===== src/rtl/seven_seg_pkg.sv =====
// Shared constants and sizing helpers for the seven-segment display driver.
// Segment patterns are active-high with bit0 = segment a.
package seven_seg_pkg;

  localparam logic [6:0] SEG_PATTERNS [16] = '{
    7'h3F, 7'h06, 7'h5B, 7'h4F, 7'h66, 7'h6D, 7'h7D, 7'h07,
    7'h7F, 7'h6F, 7'h77, 7'h7C, 7'h39, 7'h5E, 7'h79, 7'h71
  };

  // Dark level of the segment bus for each pin polarity.
  localparam logic [6:0] SEG_OFF_AH = 7'h00;
  localparam logic [6:0] SEG_OFF_AL = 7'h7F;

  function automatic int clog2_min1(input int n);
    return (n <= 2) ? 1 : $clog2(n);
  endfunction

  // Prescaler must hold 0..refresh_div-1.
  function automatic int counter_width(input int refresh_div);
    return clog2_min1(refresh_div);
  endfunction

  function automatic int index_width(input int num_digits);
    return clog2_min1(num_digits);
  endfunction

endpackage


===== src/rtl/seg_rom.sv =====
// Hex digit to seven-segment decode ROM, active-high, bit0 = segment a.
module seg_rom
  import seven_seg_pkg::*;
(
  input  logic [3:0] addr_i,
  output logic [6:0] pattern_o
);

  assign pattern_o = SEG_PATTERNS[addr_i];

endmodule


===== src/rtl/seven_segment_mux_driver.sv =====
// Time-multiplexed seven-segment driver: shadow register, scan prescaler,
// leading-zero blanking and a registered pin stage sharing one segment bus.
module seven_segment_mux_driver
  import seven_seg_pkg::*;
#(
  parameter int NUM_DIGITS  = 4,
  parameter int REFRESH_DIV = 1000,
  parameter int ACTIVE_LOW  = 1,
  parameter int LZ_BLANK    = 1
) (
  input  logic                                  clk,
  input  logic                                  rst,
  input  logic                                  enable,
  input  logic                                  load,
  input  logic [4*NUM_DIGITS-1:0]               value,
  input  logic [NUM_DIGITS-1:0]                 dp_in,
  output logic [6:0]                            seg,
  output logic                                  dp,
  output logic [NUM_DIGITS-1:0]                 an,
  output logic [index_width(NUM_DIGITS)-1:0]    digit_idx
);

  localparam int CNT_W = counter_width(REFRESH_DIV);
  localparam int IDX_W = index_width(NUM_DIGITS);

  localparam logic                  POL      = (ACTIVE_LOW != 0);
  localparam logic                  BLANK_EN = (LZ_BLANK != 0);
  localparam logic [6:0]            SEG_OFF  = POL ? SEG_OFF_AL : SEG_OFF_AH;
  localparam logic [NUM_DIGITS-1:0] AN_OFF   = {NUM_DIGITS{POL}};
  localparam logic [CNT_W-1:0]      CNT_LAST = CNT_W'(REFRESH_DIV - 1);
  localparam logic [IDX_W-1:0]      IDX_LAST = IDX_W'(NUM_DIGITS - 1);

  logic [4*NUM_DIGITS-1:0] val_q, val_d;
  logic [NUM_DIGITS-1:0]   sdp_q, sdp_d;
  logic [CNT_W-1:0]        cnt_q, cnt_d;
  logic [IDX_W-1:0]        idx_q, idx_d;

  logic [6:0]              seg_q, seg_d;
  logic                    dp_q, dp_d;
  logic [NUM_DIGITS-1:0]   an_q, an_d;
  logic [IDX_W-1:0]        didx_q, didx_d;

  logic [3:0]              nibble;
  logic [6:0]              pattern;
  logic                    cur_dp;
  logic                    cur_blank;
  logic [NUM_DIGITS-1:0]   onehot;
  logic [NUM_DIGITS-1:0]   blank_mask;

  // Shadow capture and scan counters.
  always_comb begin
    // NOTE: every output of a combinational block gets a default first, so no path leaves it unassigned and no latch is inferred.
    val_d = val_q;
    sdp_d = sdp_q;
    cnt_d = cnt_q;
    idx_d = idx_q;
    if (load) begin
      val_d = value;
      sdp_d = dp_in;
    end
    if (enable) begin
      if (cnt_q == CNT_LAST) begin
        cnt_d = '0;
        idx_d = (idx_q == IDX_LAST) ? '0 : idx_q + IDX_W'(1);
      end else begin
        cnt_d = cnt_q + CNT_W'(1);
      end
    end
  end

  always_comb begin
    nibble = '0;
    cur_dp = 1'b0;
    onehot = '0;
    for (int i = 0; i < NUM_DIGITS; i++) begin
      if (idx_q == IDX_W'(i)) begin
        nibble    = val_q[4*i +: 4];
        cur_dp    = sdp_q[i];
        onehot[i] = 1'b1;
      end
    end
  end

  // A digit is blank when it and every more-significant nibble are zero; digit 0 always shows.
  always_comb begin
    logic zero_run;
    zero_run   = 1'b1;
    blank_mask = '0;
    for (int i = NUM_DIGITS - 1; i > 0; i--) begin
      zero_run      = zero_run && (val_q[4*i +: 4] == 4'h0);
      blank_mask[i] = zero_run && BLANK_EN;
    end
  end

  assign cur_blank = |(blank_mask & onehot);

  seg_rom u_seg_rom (
    .addr_i    (nibble),
    .pattern_o (pattern)
  );

  always_comb begin
    seg_d  = SEG_OFF;
    dp_d   = POL;
    an_d   = AN_OFF;
    didx_d = idx_q;
    if (enable) begin
      seg_d = cur_blank ? SEG_OFF : (pattern ^ {7{POL}});
      dp_d  = cur_dp ^ POL;
      an_d  = onehot ^ AN_OFF;
    end
  end

  always_ff @(posedge clk) begin
    // NOTE: sequential state uses non-blocking assignments so all flops sample pre-edge values together.
    if (rst) begin
      // NOTE: the shadow value is plain flops and is reset so the display restarts from a known 0, not garbage.
      val_q  <= '0;
      sdp_q  <= '0;
      cnt_q  <= '0;
      idx_q  <= '0;
      seg_q  <= SEG_OFF;
      dp_q   <= POL;
      an_q   <= AN_OFF;
      didx_q <= '0;
    end else begin
      val_q  <= val_d;
      sdp_q  <= sdp_d;
      cnt_q  <= cnt_d;
      idx_q  <= idx_d;
      seg_q  <= seg_d;
      dp_q   <= dp_d;
      an_q   <= an_d;
      didx_q <= didx_d;
    end
  end

  assign seg       = seg_q;
  assign dp        = dp_q;
  assign an        = an_q;
  assign digit_idx = didx_q;

endmodule


===== config.mk =====
export PLATFORM = sky130hd
export DESIGN_NAME = seven_segment_mux_driver
export DESIGN_NICKNAME = d
export VERILOG_FILES = /design/src/rtl/seven_seg_pkg.sv /design/src/rtl/seg_rom.sv /design/src/rtl/seven_segment_mux_driver.sv
export SDC_FILE = /design/constraint.sdc
export NUM_CORES = 1
export LEC_CHECK = 0
export CORE_ASPECT_RATIO = 2
export CORE_MARGIN = 2
export CORE_UTILIZATION = 50
export DETAILED_ROUTE_END_ITERATION = 7
export PLACE_DENSITY_LB_ADDON = 0.25
export SYNTH_ARGS = -nofsm -noshare
export SYNTH_HDL_FRONTEND = slang
export SYNTH_SLANG_ARGS = --single-unit

===== constraint.sdc =====
create_clock -name clk -period 4.4 [get_ports clk]
set_input_delay 0.66 -clock clk [delete_from_list [all_inputs] [get_ports clk]]
set_output_delay 0.66 -clock clk [all_outputs]
set_load 0.02 [all_outputs]

==> impl_metrics.py, run 1 <==
metrics = {
    "status": {
        "status": "complete, no violations",
    },
    "die": {
        "ios": 38,
        "start_util_pct": 52.0,
        "fp.dieArea_um2": 4820,
        "die_h_um": 96.2,
        "core_area_um2": 4090,
        "die_x_um": 50.1,
        "placementRows": 33,
    },
    "clock_tree": {
        "clk_latency_ps": 290,
        "cts_max_level": 2,
        "cts_setup_buffers": 0,
        "tritoncts": "built",
        "clock_path_buffers": 2,
        "cts_buffers": 5,
        "cts_resized": 0,
        "path_clk_slew_ps": 80,
        "root_buffer": "clkbuf_8",
        "cts_hold_buf": 0,
        "cts_sinks": 46,
    },
    "finish": {
        "multiInputGateArea_um2": 1130,
        "fillers": 336,
        "synthToLayoutAreaGrowth_pct": 23.9,
        "final-seq-area_um2": 921,
        "drive_above_1_share_pct": 8.66,
        "mostFrequentLayoutCell": "dfxtp_1",
        "final_cell_mix": "dfxtp_1 (46), nor2_1 (39), clkdlybuf4s50_1 (37), mux2i_1 (25), nand2_1 (16)",
        "n_antenna_cell": 0,
        "final_cell_area_um2": 2630,
        "nets": 289,
    },
    "synthesis": {
        "synthFlopType": "dfxtp_1",
        "synth_fp_nets": 253,
        "synth_edf_count": 0,
        "netlist_area_um2": 2120,
        "synth_area_leader_cell": "dfxtp_1",
        "ys_seq_elements": 46,
        "syn_area_per_cell_um2": 9.79,
        "syn_inst": 217,
        "async_flop_share_pct": 0,
        "yosysSeqAreaShare_pct": 43.3,
        "yosysTopAreaCellShare_pct": 43.3,
        "synth_area_leaders": "dfxtp_1 (43%), mux2i_1 (12%), ha_1 (7.1%)",
        "yosysUniqueCellTypes": 44,
        "yosys_warnings": 0,
    },
    "setup_path": {
        "max_stage_delay_ps": 600,
        "crit_start": "didx_d[0]$_SDFFE_PP0P_",
        "cp.required_ps": 4570,
        "worst-r2r-cell-count": 8,
        "cp_num_buf_inv": 1,
        "path_cells": "ha_1, nor2_2, a221oi_1, inv_1, ha_1, mux2i_1, mux2_2, nand2_1",
        "r2r_start": "didx_d[0]$_SDFFE_PP0P_",
        "worst_setup_path_end_kind": "flip-flop",
        "crit_end": "seg[3]$_SDFF_PP1_",
        "cp.arrival_ps": 2910,
        "cpMostUsedCell": "ha_1",
        "r2r_slack_ps": 1650,
        "slowest_stage": "a221oi_1",
        "timing.rr.end": "seg[3]$_SDFF_PP1_",
        "cp-start-kind": "flip-flop",
        "critPathKind": "flip-flop to flip-flop",
        "path_max_fanout": 14,
        "cp_top_family": "adder cells",
        "crit_cells": 8,
    },
    "sta": {
        "setup_violations": 0,
        "setup_slack_ps": 1650,
        "finalSetupTns_ps": 0,
        "final.setup_skew_ps": 8.45,
        "hold_viol_final": 0,
        "clock.fmax_mhz": 364,
        "drv_slew": 0,
        "worstMarginPinSlew_ps": 1230,
        "rsz0062_at_grt": "false",
        "slew_headroom_pct": 17.7,
        "finalCritPeriodShare_pct": 62.4,
        "fin_crit_ps": 2750,
    },
    "drt": {
        "postRouteAntennaNets": 0,
        "vias_per_cell": 5.33,
        "drt-pass1-iter-count": 4,
        "drt_wl_total_mm": 4.24,
        "via_count": 1631,
        "drtIter0Drc": 27,
        "drc_errors": 0,
        "route.detailed.wl_per_inst_um": 13.9,
    },
    "power": {
        "p_leak_nw": 1.06,
        "power_density_nw_per_um2": 323,
        "ir_drop_mv": 0.329,
        "total_power_uw": 851,
    },
    "grt": {
        "grt_max_degree": 29,
        "grt_pass1_wl_mm": 6.92,
        "overflow": 0,
        "grt_usage_pct": 19.2,
        "antenna_found_initial": 0,
        "grt_pass1_vias": 1616,
    },
    "placement": {
        "io_buffers": 37,
        "dpl.hpwl_mm": 3.38,
        "place_ws_ps": 1730,
        "place_area_um2": 2520,
        "place_congestion": 0.801,
    },
    "min_path": {
        "hold_class": "flip-flop to flip-flop",
    },
    "run": {
        "drv_cap": 0,
    },
}
## cell families after synthesis
logic type | Yosys count | synth area share, %
AO/OA/AOI/OAI | 24 | 9.72
XOR/XNOR | 9 | 3.71
adder cells (fa/ha/maj) | 12 | 7.07
buffers and inverters | 16 | 3.36
flip-flops | 46 | 43.3
multiplexers | 26 | 12.3
AND/OR/NAND/NOR | 84 | 20.5
## report_power, final
part / switching [mW] / internal (mW)
sequential: 0.0121 / 0.434
combinational: 0.0466 / 0.0571
clock: 0.133 / 0.169
total: 0.191 / 0.660
## worst min-delay path by stage
stage / from / to / slack, ps / depth (start not counted)
after floorplan: sdp_q[1]$_SDFFE_PP0P_ / sdp_q[1]$_SDFFE_PP0P_ / 460 / 2
after global placement: sdp_q[1]$_SDFFE_PP0P_ / sdp_q[1]$_SDFFE_PP0P_ / 480 / 2
after detailed placement: sdp_q[1]$_SDFFE_PP0P_ / sdp_q[1]$_SDFFE_PP0P_ / 490 / 2
after CTS: sdp_q[1]$_SDFFE_PP0P_ / sdp_q[1]$_SDFFE_PP0P_ / 510 / 2
after global routing: sdp_q[1]$_SDFFE_PP0P_ / sdp_q[1]$_SDFFE_PP0P_ / 540 / 2
final: sdp_q[1]$_SDFFE_PP0P_ / sdp_q[1]$_SDFFE_PP0P_ / 510 / 2
## final cells by class
type	instances	area share (%)
Clock inverter	2	1.43
Tap cell	52	2.47
Inverter	7	0.998
Clock buffer	6	2.76
Sequential cell	46	35.0
Timing Repair Buffer	38	14.4
Multi-Input combinational cell	155	43.0
## sequential cells by signal, indices dropped and copies added, names as in the netlist
signal / flops
sdp_q: 4
dp: 1
val_q: 16
digit_idx: 2
didx_d: 2
an: 4
seg: 7
cnt_q: 10
## metal layers
layer,global-route usage (%),vias up,routed length (um)
met3,3.73,10,90
met5,0,-,0
met1,15.9,777,1500
met4,9.03,0,99
met2,40.5,33,2550
li1,-,811,-
## synthesized netlist by cell type (2+ instances only)
| cell type | count |
|---|---|
| dfxtp_1 | 46 |
| nor2_1 | 39 |
| mux2i_1 | 25 |
| nand2_1 | 16 |
| ha_1 | 12 |
| inv_1 | 7 |
| xor2_1 | 7 |
| a21oi_1 | 6 |
| clkbuf_1 | 5 |
| o221ai_1 | 4 |
| buf_4 | 3 |
| nand4_1 | 3 |
| nor2b_1 | 3 |
| nor3b_2 | 3 |
| a221oi_1 | 2 |
| a311oi_4 | 2 |
| and3_1 | 2 |
| nand2b_1 | 2 |
| nor2b_2 | 2 |
| nor4_1 | 2 |
| o21ai_0 | 2 |
| xnor2_1 | 2 |
## metrics by stage
stage                     util [%]  hold slack [ps]  instances
after floorplan                  -              460        217
after global placement        61.7              481        298
after detailed placement      61.7              488        298
after CTS                     64.4              512        306
after global routing          64.4              539        306
final                         64.4              508        306
## tightest hold or removal path: stages, from the launching register on
cell and delay, ps:
dfxtp_1 340, mux2i_1 70, nor2_1 70
Note: power is estimated with default switching activity, not from simulation.
==> inputs of run 2 (changes only) <==
clock period = 2.6 ns   (was 4.4 ns; I/O delays follow)
==> run 2 against run 1 <==
Against the previous run:
- final area up 2.4%
- via count fell by 0.31%
- critical path depth rose by 3
- sequential cell count is the same
- final cell count is 2.3% higher
- register-to-register slack got worse by 1500 ps
- fmax rose by 12%
- sequential power is 69% higher
- die area is the same
==> impl_metrics.py, run 2 (synthesis results as in run 1) <==
metrics = {
    "status": {
        "status": "complete, no violations",
    },
    "placement": {
        "place_congestion": 0.824,
        "dpl.hpwl_mm": 3.55,
        "place_ws_ps": 9.83,
        "placed_cells": 303,
        "io_buffers": 37,
        "place_area_um2": 2560,
    },
    "power": {
        "p_leak_nw": 1.11,
        "ir_drop_mv": 0.548,
        "total_power_mw": 1.46,
        "power_density_nw_per_um2": 542,
    },
    "sta": {
        "worstMarginPinSlew_ps": 538,
        "final.setup_skew_ps": 5.13,
        "fin_crit_ps": 2450,
        "drv_slew": 0,
        "finalCritPeriodShare_pct": 94.1,
        "setup_violations": 0,
        "clock.fmax_mhz": 409,
        "rsz0062_at_grt": "false",
        "slew_headroom_pct": 64.1,
        "finalSetupTns_ps": 0,
        "hold_viol_final": 0,
        "setup_slack_ps": 154,
    },
    "clock_tree": {
        "root_buffer": "clkbuf_8",
        "cts_max_level": 2,
        "cts_hold_buf": 0,
        "cts_buffers": 5,
        "path_clk_slew_ps": 90,
        "cts_sinks": 46,
        "clk_latency_ps": 300,
        "clock_path_buffers": 2,
        "tritoncts": "built",
    },
    "finish": {
        "drive_above_1_share_pct": 12.3,
        "largest_register": "val_q",
        "final_cell_mix": "dfxtp_1 (46), nor2_1 (39), clkdlybuf4s50_1 (37), mux2i_1 (25), nand2_1 (16)",
        "synthToLayoutAreaGrowth_pct": 26.9,
        "largest_reg_flops": 16,
        "n_antenna_cell": 0,
        "nets": 296,
        "fin_cells": 313,
        "final_cell_area_um2": 2700,
        "mostFrequentLayoutCell": "dfxtp_1",
        "fillers": 330,
    },
    "die": {
        "placementRows": 33,
        "die_x_um": 50.1,
        "ios": 38,
        "core_area_um2": 4090,
        "die_h_um": 96.2,
        "start_util_pct": 52.0,
        "fp.dieArea_um2": 4820,
    },
    "setup_path": {
        "cp_num_buf_inv": 3,
        "worst_setup_path_end_kind": "flip-flop",
        "cp-start-kind": "flip-flop",
        "critPathKind": "flip-flop to flip-flop",
        "path_cells": "inv_1, ha_1, nor2b_2, a221oi_1, o31ai_2, buf_4, ha_1, inv_1, nor2_1, o21ai_0, o211ai_1",
        "cp_top_family": "compound AO/OA/AOI/OAI gates",
        "path_max_fanout": 11,
        "cp.arrival_ps": 2580,
        "slowest_stage": "ha_1",
        "cp.required_ps": 2740,
        "max_stage_delay_ps": 390,
    },
    "grt": {
        "grt_usage_pct": 21.2,
        "antenna_found_initial": 0,
        "grt_max_degree": 28,
        "grt_pass1_vias": 1689,
        "overflow": 0,
        "grt_pass1_wl_mm": 7.61,
    },
    "drt": {
        "drt-pass1-iter-count": 4,
        "drt_wl_total_mm": 4.58,
        "via_count": 1626,
        "route.detailed.wl_per_inst_um": 14.6,
        "vias_per_cell": 5.19,
        "drtIter0Drc": 21,
        "drc_errors": 0,
        "postRouteAntennaNets": 0,
    },
    "run": {
        "drv_cap": 0,
    },
    "min_path": {
        "hold_class": "flip-flop to flip-flop",
    },
}
==> run 2: cell types whose count changed in the layout (fill, tap and decap cells not counted) <==
cell and delta:
a221oi_1 -1, a221oi_2 +1, buf_4 +7, clkbuf_1 -1, clkinv_2 +2, clkinvlp_4 -1, o31ai_1 -1, o31ai_2 +1
==> run 2: per-layer routing <==
layer / track usage [%] / wire (um) / up-vias
met5: 0 / 0 / -
met4: 11.6 / 178 / 0
met3: 3.11 / 84 / 13
met2: 43.6 / 2750 / 28
met1: 18.3 / 1560 / 755
li1: - / - / 830
==> run 2: final cells by class <==
type / count / area, um^2 / area share, %
clock inverter: 3 / 40.0 / 1.49
multi-input combinational: 155 / 1140 / 42.4
tap: 52 / 65.1 / 2.41
timing repair buffer: 45 / 430 / 16.0
inverter: 7 / 26.3 / 0.975
clock buffer: 5 / 68.8 / 2.55
sequential: 46 / 921 / 34.2
==> run 2: power by group <==
part	switching, mW	internal (mW)
registers	0.0211	0.734
logic	0.0814	0.101
clock network	0.239	0.283
==> run 2: worst paths after layout <==
check | cells after the start | slack (ps) | endpoint | from
max | 11 | 150 | seg[1]$_SDFF_PP1_ | didx_d[1]$_SDFFE_PP0P_
min | 2 | 510 | sdp_q[3]$_SDFFE_PP0P_ | sdp_q[3]$_SDFFE_PP0P_
max reg2reg | 11 | 150 | seg[1]$_SDFF_PP1_ | didx_d[1]$_SDFFE_PP0P_
min reg2reg | 2 | 510 | sdp_q[3]$_SDFFE_PP0P_ | sdp_q[3]$_SDFFE_PP0P_
==> run 2: what timing repair did <==
action / in CTS / in global routing
buffers inserted: 0 / 2
setup endpoints to repair: 3 / 6
gates resized for setup: 1 / 1
cloned: 0 / 0
pin swaps: 0 / 1
==> run 2: worst min-delay path, cell delays in order (launching register included) <==
cell	delay, ps
dfxtp_1	340
mux2i_1	70
nor2_1	70
==> run 2: metrics by stage <==
| stage | utilization [%] | hold WS (ps) |
|---|---|---|
| global route | 65.9 | 544 |
| CTS | 65.4 | 514 |
| detailed placement | 62.6 | 491 |
| floorplan | - | 460 |
| finish | 65.9 | 509 |
| global placement | 62.6 | 478 |
==> inputs of run 3 (changes only) <==
PLACE_DENSITY = 0.74   (was default)
PLACE_DENSITY_LB_ADDON = default   (was 0.25)
==> run 3 against run 2 <==
Against the previous run:
- routed wire length fell by 0.57%
- die area did not move
- critical path depth fell by 1
- final cell count fell by 0.32%
==> impl_metrics.py, run 3 (synthesis results as in run 1) <==
metrics = {
    "drt": {
        "via_count": 1669,
        "drc_errors": 0,
        "drtIter0Drc": 27,
        "postRouteAntennaNets": 0,
        "vias_per_cell": 5.35,
        "drt-pass1-iter-count": 4,
        "drt_wl_total_mm": 4.55,
        "route.detailed.wl_per_inst_um": 14.6,
    },
    "clock_tree": {
        "cts_hold_buf": 0,
        "cts_buffers": 5,
        "tritoncts": "built",
        "clock_path_buffers": 2,
        "clk_latency_ps": 290,
        "cts_max_level": 2,
        "path_clk_slew_ps": 80,
        "root_buffer": "clkbuf_8",
        "cts_sinks": 46,
    },
    "die": {
        "fp.dieArea_um2": 4820,
        "placementRows": 33,
        "start_util_pct": 52.0,
        "die_h_um": 96.2,
        "die_x_um": 50.1,
        "ios": 38,
        "core_area_um2": 4090,
    },
    "setup_path": {
        "r2r_slack_ps": 170,
        "critPathKind": "flip-flop to flip-flop",
        "timing.rr.end": "seg[3]$_SDFF_PP1_",
        "cp-start-kind": "flip-flop",
        "worst_setup_path_end_kind": "flip-flop",
        "r2r_start": "didx_d[1]$_SDFFE_PP0P_",
        "crit_start": "didx_d[1]$_SDFFE_PP0P_",
        "cp.required_ps": 2760,
        "cp.arrival_ps": 2580,
        "path_max_fanout": 11,
        "worst-r2r-cell-count": 10,
    },
    "placement": {
        "dpl.hpwl_mm": 3.54,
        "io_buffers": 37,
        "placed_cells": 303,
        "place_congestion": 0.871,
    },
    "grt": {
        "grt_pass1_vias": 1676,
        "grt_max_degree": 28,
        "grt_usage_pct": 21.0,
        "grt_pass1_wl_mm": 7.63,
        "overflow": 0,
        "antenna_found_initial": 0,
    },
    "min_path": {
        "hold_start": "sdp_q[1]$_SDFFE_PP0P_",
        "holdPathEnd": "sdp_q[1]$_SDFFE_PP0P_",
        "hold_class": "flip-flop to flip-flop",
        "hold_depth": 2,
    },
    "run": {
        "drv_cap": 0,
    },
    "sta": {
        "worstMarginPinSlew_ps": 553,
        "fin_crit_ps": 2430,
        "setup_violations": 0,
        "finalCritPeriodShare_pct": 93.3,
        "clock.fmax_mhz": 412,
        "final.setup_skew_ps": 6.62,
        "drv_slew": 0,
        "hold_viol_final": 0,
        "slew_headroom_pct": 63.1,
    },
    "finish": {
        "fillers": 351,
        "drive_above_1_share_pct": 11.5,
        "synthToLayoutAreaGrowth_pct": 26.7,
        "n_antenna_cell": 0,
        "mostFrequentLayoutCell": "dfxtp_1",
        "final_cell_mix": "dfxtp_1 (46), nor2_1 (39), clkdlybuf4s50_1 (37), mux2i_1 (25), nand2_1 (16)",
        "largest_reg_flops": 16,
        "fin_cells": 312,
        "largest_register": "val_q",
        "nets": 296,
    },
    "power": {
        "p_leak_nw": 1.11,
        "ir_drop_mv": 0.512,
        "power_density_nw_per_um2": 546,
        "total_power_mw": 1.47,
    },
    "status": {
        "status": "complete, no violations",
    },
}
## run 3: routing by layer
| layer | up-vias | GRT usage [%] | part of all wire (%) |
|---|---|---|---|
| met5 | - | 0 | 0 |
| met1 | 798 | 19.6 | 34 |
| met4 | 0 | 10.6 | 3.5 |
| li1 | 831 | - | - |
| met3 | 12 | 2.64 | 1.9 |
| met2 | 28 | 42.5 | 60 |
## run 3: critical path, cell delays in order, from the launching register on
cell and delay (ps):
dfxtp_1 380, inv_1 90, ha_1 320, nor2b_2 170, a22oi_1 80, a221oi_1 340
inv_1 170, ha_1 360, mux2i_1 160, mux2_2 170, nand2_1 40
## run 3: per-stage QoR
stage / util, % / setup slack (ps) / hold slack, ps / setup TNS, ps / instance area, um^2
after floorplan: - / 222 / 460 / 0 / 2120
after global placement: 62.6 / 162 / 481 / 0 / 2560
after detailed placement: 62.6 / 22.3 / 491 / 0 / 2560
after CTS: 65.5 / 185 / 514 / 0 / 2680
after global routing: 65.9 / -2.15 / 546 / -2.15 / 2690
final: 65.9 / 173 / 515 / 0 / 2690
## run 3: what timing repair did
| item | 4_1_cts | 5_1_grt |
|---|---|---|
| endpoints found under the hold margin | 0 | 0 |
| resized for setup | 1 | 0 |
| buffers inserted | 0 | 2 |
| setup endpoints to repair | 1 | 2 |
| pin swaps | 0 | 1 |
## run 3: worst max-delay path by stage
stage	slack, ps	depth (start not counted)	endpoint
5_1_grt	-2	10	seg[3]$_SDFF_PP1_
3_3_place_gp	160	10	seg[3]$_SDFF_PP1_
2_1_floorplan	220	11	seg[3]$_SDFF_PP1_
4_1_cts	190	10	seg[3]$_SDFF_PP1_
3_5_place_dp	20	10	seg[3]$_SDFF_PP1_
6_report	170	10	seg[3]$_SDFF_PP1_
## run 3: final cells by class
class | count | area, um^2 | share of cell area (%)
clock buffers | 6 | 82.6 | 3.07
inverters | 7 | 26.3 | 0.976
multi-input cells | 155 | 1140 | 42.2
flip-flops and latches | 46 | 921 | 34.2
clock inverters | 1 | 30.0 | 1.12
well taps | 52 | 65.1 | 2.42
repair buffers | 45 | 430 | 16.0
## run 3: power breakdown
| group | total [mW] | switching [mW] | internal (mW) |
|---|---|---|---|
| logic | 0.183 | 0.0827 | 0.101 |
| registers | 0.755 | 0.0211 | 0.734 |
| clock network | 0.532 | 0.224 | 0.308 |
